### config.mk
export PLATFORM = sky130hd
export DESIGN_NAME = recovery_sequencer
export DESIGN_NICKNAME = d
export VERILOG_FILES = /design/src/rtl/recovery_sequencer_pkg.sv /design/src/rtl/recovery_sequencer_sat_counter32.sv /design/src/rtl/recovery_sequencer.sv
export SDC_FILE = /design/constraint.sdc
export NUM_CORES = 1
export LEC_CHECK = 0
export CAP_MARGIN = 20
export CORE_MARGIN = 3
export CORE_UTILIZATION = 35
export DETAILED_ROUTE_END_ITERATION = 8
export PLACE_DENSITY = 0.65
export SYNTH_ARGS = -nofsm -noshare
export SYNTH_HDL_FRONTEND = slang
export SYNTH_HIERARCHICAL = 1
export SYNTH_SLANG_ARGS = --single-unit
### constraint.sdc
create_clock -name clk -period 2.5 [get_ports clk]
set_clock_uncertainty 0.1 [all_clocks]
set_input_delay 0.25 -clock clk [delete_from_list [all_inputs] [get_ports clk]]
set_output_delay 0.25 -clock clk [all_outputs]
set_load 0.01 [all_outputs]
### src/rtl/recovery_sequencer_pkg.sv
// Shared types and helpers for branch-misprediction recovery.
// branch_is_older is also used by the ROB, so it takes fixed-width zero-extended ids.
package recovery_sequencer_pkg;

   localparam int BRANCH_ID_MAX_WIDTH = 16;

   typedef enum logic [2:0] {
      ST_IDLE,
      ST_FLUSH,
      ST_RESTORE,
      ST_REDIRECT,
      ST_SETTLE
   } recovery_state_t;

   // Tags wrap with a color bit: same color compares directly, a color flip inverts the order.
   function automatic logic branch_is_older(
      input logic [BRANCH_ID_MAX_WIDTH-1:0] id_a,
      input logic                           color_a,
      input logic [BRANCH_ID_MAX_WIDTH-1:0] id_b,
      input logic                           color_b
   );
      if (color_a == color_b)
         return id_a < id_b;
      else
         return id_a > id_b;
   endfunction

endpackage

### src/rtl/recovery_sequencer_sat_counter32.sv
// Increment-enabled 32-bit counter that sticks at all-ones.
module sat_counter32 (
   input  logic        clk,
   input  logic        rst_n,
   input  logic        inc,
   output logic [31:0] count
);

   always_ff @(posedge clk or negedge rst_n) begin
      if (!rst_n)
         count <= '0;
      else if (inc && (count != 32'hFFFF_FFFF))
         count <= count + 32'd1;
   end

endmodule

### src/rtl/recovery_sequencer.sv
// Misprediction recovery FSM: flush, checkpoint restore handshake, PC redirect, settle.
// Also arbitrates load_pc between recovery and decode redirects and keeps statistics.
module recovery_sequencer
   import recovery_sequencer_pkg::*;
#(
   parameter int ADDR_WIDTH      = 32,
   parameter int BRANCH_ID_WIDTH = 4,
   parameter int FLUSH_CYCLES    = 1,
   parameter int SETTLE_CYCLES   = 2
) (
   input  logic                       clk,
   input  logic                       rst_n,
   input  logic                       mispredict_valid,
   input  logic [ADDR_WIDTH-1:0]      mispredict_target,
   input  logic [BRANCH_ID_WIDTH-1:0] mispredict_branch_id,
   input  logic                       mispredict_color,
   input  logic                       dec_redirect_valid,
   input  logic [ADDR_WIDTH-1:0]      dec_redirect_target,
   input  logic                       restore_ack,
   output logic                       restore_req,
   output logic [BRANCH_ID_WIDTH-1:0] restore_branch_id,
   output logic                       restore_color,
   output logic                       flush_front,
   output logic                       front_stall,
   output logic                       load_pc_we,
   output logic [ADDR_WIDTH-1:0]      load_pc_new_pc,
   output logic                       busy,
   output logic [31:0]                recovery_count,
   output logic [31:0]                recovery_cycles
);

   localparam logic [3:0] FLUSH_LOAD  = 4'(FLUSH_CYCLES - 1);
   localparam logic [3:0] SETTLE_LOAD = 4'(SETTLE_CYCLES - 1);

   recovery_state_t              state_reg, state_next;
   logic [3:0]                   cnt_reg, cnt_next;
   logic [ADDR_WIDTH-1:0]        target_reg, target_next;
   logic [BRANCH_ID_WIDTH-1:0]   id_reg, id_next;
   logic                         color_reg, color_next;
   logic                         capture;
   logic                         new_is_older;

   assign new_is_older = branch_is_older(BRANCH_ID_MAX_WIDTH'(mispredict_branch_id), mispredict_color,
                                         BRANCH_ID_MAX_WIDTH'(id_reg), color_reg);

   always_ff @(posedge clk or negedge rst_n) begin
      if (!rst_n) begin
         state_reg  <= ST_IDLE;
         cnt_reg    <= '0;
         target_reg <= '0;
         id_reg     <= '0;
         color_reg  <= 1'b0;
      end else begin
         state_reg  <= state_next;
         cnt_reg    <= cnt_next;
         target_reg <= target_next;
         id_reg     <= id_next;
         color_reg  <= color_next;
      end
   end

   always_comb begin
      state_next     = state_reg;
      cnt_next       = cnt_reg;
      capture        = 1'b0;
      restore_req    = 1'b0;
      flush_front    = 1'b0;
      front_stall    = 1'b0;
      load_pc_we     = 1'b0;
      load_pc_new_pc = '0;

      unique case (state_reg)
         ST_IDLE: begin
            // rst_n gates the input-driven outputs so everything reads 0 while reset is held
            if (mispredict_valid && rst_n) begin
               flush_front = 1'b1;
               capture     = 1'b1;
            end else if (dec_redirect_valid && rst_n) begin
               load_pc_we     = 1'b1;
               load_pc_new_pc = dec_redirect_target;
            end
         end
         ST_FLUSH: begin
            flush_front = 1'b1;
            front_stall = 1'b1;
            if (mispredict_valid && new_is_older)
               capture = 1'b1;
            else if (cnt_reg == 4'd0)
               state_next = ST_RESTORE;
            else
               cnt_next = cnt_reg - 4'd1;
         end
         ST_RESTORE: begin
            flush_front = 1'b1;
            front_stall = 1'b1;
            restore_req = 1'b1;
            if (mispredict_valid && new_is_older)
               capture = 1'b1;
            else if (restore_ack)
               state_next = ST_REDIRECT;
         end
         ST_REDIRECT: begin
            flush_front    = 1'b1;
            load_pc_we     = 1'b1;
            load_pc_new_pc = target_reg;
            if (mispredict_valid) begin
               capture = 1'b1;
            end else if (SETTLE_CYCLES == 0) begin
               state_next = ST_IDLE;
            end else begin
               state_next = ST_SETTLE;
               cnt_next   = SETTLE_LOAD;
            end
         end
         ST_SETTLE: begin
            front_stall = 1'b1;
            if (mispredict_valid)
               capture = 1'b1;
            else if (cnt_reg == 4'd0)
               state_next = ST_IDLE;
            else
               cnt_next = cnt_reg - 4'd1;
         end
         default: state_next = ST_IDLE;
      endcase

      if (capture) begin
         state_next = ST_FLUSH;
         cnt_next   = FLUSH_LOAD;
      end
   end

   assign target_next       = capture ? mispredict_target    : target_reg;
   assign id_next           = capture ? mispredict_branch_id : id_reg;
   assign color_next        = capture ? mispredict_color     : color_reg;
   assign restore_branch_id = restore_req ? id_reg : '0;
   assign restore_color     = restore_req & color_reg;
   assign busy              = (state_reg != ST_IDLE);

   sat_counter32 u_count (
      .clk   (clk),
      .rst_n (rst_n),
      .inc   (state_reg == ST_REDIRECT),
      .count (recovery_count)
   );

   sat_counter32 u_cycles (
      .clk   (clk),
      .rst_n (rst_n),
      .inc   (busy),
      .count (recovery_cycles)
   );

endmodule

==> impl_metrics.yaml, run 1 <==
final_layout:
  final_cells: 917
  drive_gt1_share_pct: 15.7
  regArea_um2: 2700
  nFillCells: 1385
  fin_nets: 783
  multi_input_area_um2: 2790
  area_delta_synth_final_pct: 44.8
  finish.instance_area_um2: 8150
  diodes: 0
sta:
  fin_hold_ws_ps: 46.9
  finalSetupViolations: 0
  slew_violations: 0
  final.period_utilization_pct: 96.5
  period_minus_slack_ps: 2410
  setup_ws_ps: 88.2
  final-hold-violation-count: 0
  worst-slew-pin-transition_ps: 845
  fin_setup_tns_ps: 0
  max_slew_margin_pct: 43.7
  clock.fmax_ghz: 0.415
setup_path:
  criticalPathCategory: "reg2out"
  crit_fanout: 16
  r2r_cells: 8
  worst_path_largest_cell_delay_ps: 410
  r2r_end: "target_reg[19]$_DFFE_PN0P_"
  cp.arrival_ps: 2060
  critPathLaunchType: "flip-flop"
  endpoint_kind: "output port"
  cp_slowest_cell: "or3_4"
  cp.required_ps: 2150
  r2r-start: "id_reg[1]$_DFFE_PN0P_"
  rrSetupSlack_ps: 220
  path_common_cell: "buf_4"
  worstPathCellList: "or3_4 > nor3_4 > buf_4 > buf_4 > buf_12 > a22o_1 > clkdlybuf4s15_1"
global_routing:
  top_usage_layer: "met2"
  grt_start_max_net_pins: 67
  grt_pass1_wl_um: 25700
  antenna_found_initial: 0
  globalRouteMet2Util_pct: 29.9
  gr-usage-met1_pct: 23.3
  met3_usage_pct: 3.42
  globalRoute.totalOverflow: 0
  grt_pass1_vias: 4818
  grt_usage_pct: 17.9
cts:
  clockRootBuffer: "clkbuf_16"
  htree_levels: 3
  cts.path.max_buffers: 2
  clk_pin_slew_ps: 70
  cts_tree: "yes"
  cts_buffers: 9
  cts_sinks: 108
  insertion_delay_ps: 340
floorplan:
  fp.dieW_um: 133
  ios: 180
  rows: 45
  die_h_um: 133
  start_util_pct: 36.3
  core_area_um2: 15500
  die_area_um2: 17600
run_status:
  status: "finished clean"
routing:
  wl_um: 15900
  vias: 4691
  vias_per_cell: 5.12
  ant_nets: 0
  drt_pass1_iterations: 4
  wire_per_inst_um: 17.4
  initialDrtViolationCount: 201
  drc: 0
placement:
  hpwlAfterDp_um: 11700
  place_congestion: 0.858
  dpl_cell_area_um2: 7780
  placed_cells: 895
  io_buffers: 179
  pre_cts_ws_ps: -89.1
pwr:
  max-vdd-ir-drop_uv: 408
  p_per_area_nw_per_um2: 796
  p_leak_nw: 3.55
hold_path:
  hold_path.class: "in2async"
synth:
  syn_area_per_cell_um2: 11.2
  ys_ff_latch: 108
  syn-instance-count: 500
  synth_top_area_share_pct: 48.1
  yosys_warnings: 6
  syn_nets: 582
  synth_top_cell_by_area: "dfrtp_1"
  yosys-top-cells-area: "dfrtp_1, xnor2_1, mux2_2"
  yosysUniqueCellTypes: 45
  ys_seq_area_share_pct: 48.1
  syn-cell-area_um2: 5620
run:
  cap_violations: 0
==> where the power goes <==
part | switching [mW] | internal [mW] | total, mW
Combinational | 1.10 | 1.38 | 2.48
Clock | 0.638 | 0.807 | 1.45
Sequential | 0.352 | 2.20 | 2.55
Total | 2.09 | 4.39 | 6.48
==> synth_stat cells (all sizes together) <==
cell type  instances
dfrtp            108
xnor2             51
mux2              41
nand2             40
nand4             34
a22o              32
nand3             32
nor2              26
nor3              13
buf               12
xor2              12
nor4              11
a21oi              9
inv                9
and4               8
ha                 8
clkbuf             6
nor2b              6
and2               5
o211ai             5
and3               4
nand3b             4
nor3b              4
or4                4
a31oi              3
and4bb             2
o21a               2
o31ai              2
or2                2
a211oi             1
a22oi              1
mux2i              1
o21ai              1
or3                1
==> area by class of cell <==
| type | count | share of cell area (%) |
|---|---|---|
| well taps | 211 | 3.24 |
| inverters | 9 | 0.415 |
| repair buffers | 208 | 25.2 |
| clock buffers | 11 | 2.98 |
| multi-input cells | 365 | 34.3 |
| clock inverters | 5 | 0.753 |
| flip-flops and latches | 108 | 33.2 |
==> worst max-delay path: cells and delay by family, from the launching register on <==
kind | cells | cell delay (ps)
compound gates | 1 | 140
buf+inv | 4 | 610
flops | 1 | 390
simple gates | 2 | 560
==> per-stage QoR <==
stage | utilization [%] | total power [mW]
floorplan | - | 4.07
global placement | 50.2 | 4.99
detailed placement | 50.2 | 5.10
CTS | 52.5 | 6.57
global route | 52.6 | 6.91
finish | 52.6 | 6.48
==> cells by family (layout without fill, tap and decap cells) <==
group	after synthesis	after routing	synth area share, %
AND/OR/NAND/NOR	196	196	20.9
flip-flops	108	108	48.1
XOR/XNOR	63	63	9.81
AO/OA/AOI/OAI	56	56	8.25
multiplexers	42	42	8.39
buffers and inverters	27	233	2.78
adder cells (fa/ha/maj)	8	8	1.78
==> layer usage <==
metal,up-vias,wire (µm)
met5,-,0
met4,0,269
met3,18,903
met2,160,7760
met1,2284,7020
li1,2229,-
==> cell usage in the layout, fill, tap and decap left out, types with 3 or more instances in the layout <==
cell / instances
mux2_1: 13
and3_1: 4
buf_12: 3
xor2_1: 12
clkbuf_2: 9
nor4_1: 7
a31oi_1: 3
nor2b_1: 5
dlygate4sd2_1: 5
and2_1: 5
dfrtp_1: 108
a21oi_1: 9
nand2_1: 38
nor3_1: 7
clkbuf_16: 9
or4_4: 4
ha_1: 8
a22o_1: 32
mux2_2: 28
nand3_1: 30
clkinvlp_4: 3
clkdlybuf4s50_1: 145
o211ai_1: 5
nand4_1: 32
nand3b_1: 4
and4_1: 8
nor2_1: 25
nor3b_1: 4
inv_1: 9
nor3_2: 4
dlymetal6s2s_1: 12
buf_4: 24
xnor2_1: 51
clkdlybuf4s15_1: 7
==> timing repair <==
action | 4_1_cts | 5_1_grt
resized for setup | 25 | 38
endpoints found under the setup margin | 38 | 25
buffers inserted | 3 | 1
pin swaps | 0 | 1
hold buffers | 1 | 0
hold endpoints to repair | 42 | 0
cloned | 1 | 0
==> how the worst max path moves through the flow <==
stage / startpoint / cells after the start / endpoint / slack, ps
floorplan: state_reg[1]$_DFFE_PN0P_ / 10 / u_count/count[29]$_DFFE_PN0P_ / 210
global placement: mispredict_branch_id[1] / 8 / target_reg[29]$_DFFE_PN0P_ / -10
detailed placement: mispredict_branch_id[1] / 8 / target_reg[19]$_DFFE_PN0P_ / -90
CTS: state_reg[2]$_DFFE_PN0P_ / 6 / load_pc_new_pc[12] / -150
global route: state_reg[2]$_DFFE_PN0P_ / 7 / load_pc_new_pc[25] / -3
finish: state_reg[2]$_DFFE_PN0P_ / 7 / load_pc_new_pc[23] / 90
(Power assumes the default switching activity.)
==> run 2: changes to the inputs <==
--- a/config.mk
+++ b/config.mk
@@ -11,3 +11,2 @@
 export DETAILED_ROUTE_END_ITERATION = 8
-export PLACE_DENSITY = 0.65
 export SYNTH_ARGS = -nofsm -noshare
==> constraint.sdc (replaced) <==
create_clock -name clk -period 2.5 [get_ports clk]
set_clock_uncertainty 0.1 [all_clocks]
set_input_delay 0.625 -clock clk [delete_from_list [all_inputs] [get_ports clk]]
set_output_delay 0.625 -clock clk [all_outputs]
set_load 0.01 [all_outputs]
==> run 2 against run 1 <==
- the flow now finishes with violations (negative setup slack)
- maximum frequency decreased by 9.6%
- design area is 1.7% higher
- total power grew 5.3%
- critical path depth unchanged
- worst setup slack worse by 250 ps
- final cell count rose by 1.9%
- die area did not move
- register-to-register slack worse by 100 ps
- via count up 3.2%
- worst hold slack improved by 180 ps
- critical endpoint is now load_pc_new_pc[29]
- flip-flop and latch count stayed put
- sequential share of layout area decreased by 0.55 points
==> impl_metrics.yaml, run 2 (synthesis results as in run 1) <==
final_layout:
  layout.cells.most_common: "clkdlybuf4s50_1"
  fin_nets: 800
  nFillCells: 1389
  drive_gt1_share_pct: 23.7
  area_delta_synth_final_pct: 47.3
  mostFrequentLayoutCells: "clkdlybuf4s50_1, dfrtp_1, xnor2_1, nand2_1, buf_2"
  finish.utilization_pct: 53.5
  finish.instance_area_um2: 8280
  diodes: 0
setup_path:
  critPathLaunchType: "flip-flop"
  cp.arrival_ps: 1940
  criticalPathCategory: "reg2out"
  cp.required_ps: 1770
  endpoint_kind: "output port"
  crit_fanout: 5
floorplan:
  core_area_um2: 15500
  start_util_pct: 36.3
  ios: 180
  fp.dieW_um: 133
  rows: 45
  die_h_um: 133
  die_area_um2: 17600
hold_path:
  hold_path.class: "in2async"
run:
  cap_violations: 0
placement:
  io_buffers: 179
  dpl_cell_area_um2: 7810
  place_congestion: 0.845
  hpwlAfterDp_um: 12100
  pre_cts_ws_ps: -450
pwr:
  power_mw: 6.83
  p_int_mw: 4.63
  p_leak_nw: 3.55
  sequentialPowerShare_pct: 37.4
  pwr-share-comb_pct: 42.3
  pwr-share-clk_pct: 20.3
  p_per_area_nw_per_um2: 824
  switchingPower_mw: 2.20
  max-vdd-ir-drop_uv: 375
  power_switching_share_pct: 32.2
cts:
  cts_sinks: 108
  cts.path.max_buffers: 2
  cts_buffers: 9
  cts_hold_buf: 0
  insertion_delay_ps: 340
  clockRootBuffer: "clkbuf_16"
  cts_tree: "yes"
  clk_pin_slew_ps: 70
  htree_levels: 3
sta:
  final-hold-violation-count: 0
  period_minus_slack_ps: 2670
  setup_ws_ps: -167
  worst-slew-pin-transition_ps: 734
  clock.fmax_ghz: 0.375
  rsz0062_at_grt: "true"
  fin_setup_tns_ps: -3740
  final.period_utilization_pct: 107
  finalSetupViolations: 33
  slew_violations: 0
  max_slew_margin_pct: 51.1
routing:
  drc: 0
  wl_um: 16700
  vias_per_cell: 5.19
  ant_nets: 0
  initialDrtViolationCount: 223
  vias: 4843
  drt_pass1_iterations: 4
  wire_per_inst_um: 17.9
global_routing:
  antenna_found_initial: 0
  globalRoute.totalOverflow: 0
  grt_pass1_wl_um: 27100
  grt_usage_pct: 19.1
  grt_pass1_vias: 4958
  grt_start_max_net_pins: 56
run_status:
  status: "finished, violations left"
  violations: "negative setup slack"
run 2: cell count changes in the layout (fill, tap and decap cells not counted), sizes merged, moves of 3 or more:
cell	delta
buf	+51
dlymetal6s2s	-12
dlygate4sd2	+3
clkbuf	-3
clkdlybuf4s50	-15
clkdlybuf4s15	-7
run 2: metrics by stage:
stage	hold slack (ps)	std cells
after floorplan	229	500
after global placement	383	901
after detailed placement	384	901
after CTS	227	932
after global routing	234	934
final	226	934
run 2: critical path, stage by stage (launching register included):
cell and delay (ps):
dfrtp_1 390, or3_4 420, nor3_4 180, buf_6 150
buf_12 110, buf_12 100, a22o_1 120, buf_2 130
run 2: path summary, 6_finish.rpt:
path	start	to	slack, ps	depth (start not counted)
hold reg to reg	target_reg[21]$_DFFE_PN0P_	target_reg[21]$_DFFE_PN0P_	400	1
hold / removal	rst_n	cnt_reg[0]$_DFFE_PN0P_	230	2
setup / recovery	state_reg[1]$_DFFE_PN0P_	load_pc_new_pc[29]	-170	7
setup reg to reg	id_reg[1]$_DFFE_PN0P_	target_reg[9]$_DFFE_PN0P_	120	10
min in group clk	target_reg[21]$_DFFE_PN0P_	target_reg[21]$_DFFE_PN0P_	400	1
max in group asynchronous	rst_n	id_reg[1]$_DFFE_PN0P_	950	3
run 2: final cells by class:
| cell class | count | area, µm² | share of cell area [%] |
|---|---|---|---|
| multi-input combinational | 365 | 2870 | 34.7 |
| sequential | 108 | 2700 | 32.6 |
| timing repair buffer | 225 | 2120 | 25.7 |
| tap | 211 | 264 | 3.19 |
| clock buffer | 11 | 233 | 2.81 |
| clock inverter | 5 | 52.6 | 0.635 |
| inverter | 9 | 33.8 | 0.408 |
run 2: repair_timing:
item                                    CTS  global route
hold endpoints to repair                  0             0
cloned                                    5             0
setup buffers                            11             4
endpoints found under the setup margin   82            67
pin swaps                                 8            10
gates resized for setup                 174            24
run 2: power groups by stage:
stage               Clock, mW  Combinational (mW)  Sequential [mW]
floorplan                   0                1.58             2.49
global placement            0                2.50             2.56
detailed placement          0                2.58             2.58
CTS                      1.44                2.84             2.55
global route             1.51                3.14             2.61
finish                   1.39                2.89             2.55
run 2: layer usage:
metal,part of all wire (%),wire [µm],GRT usage (%),vias up
met2,48,8040,31.7,162
met3,6.0,1010,4.03,15
met4,1.4,233,5.95,0
met5,0,0,0,-
li1,-,-,-,2273
met1,45,7450,25.2,2393
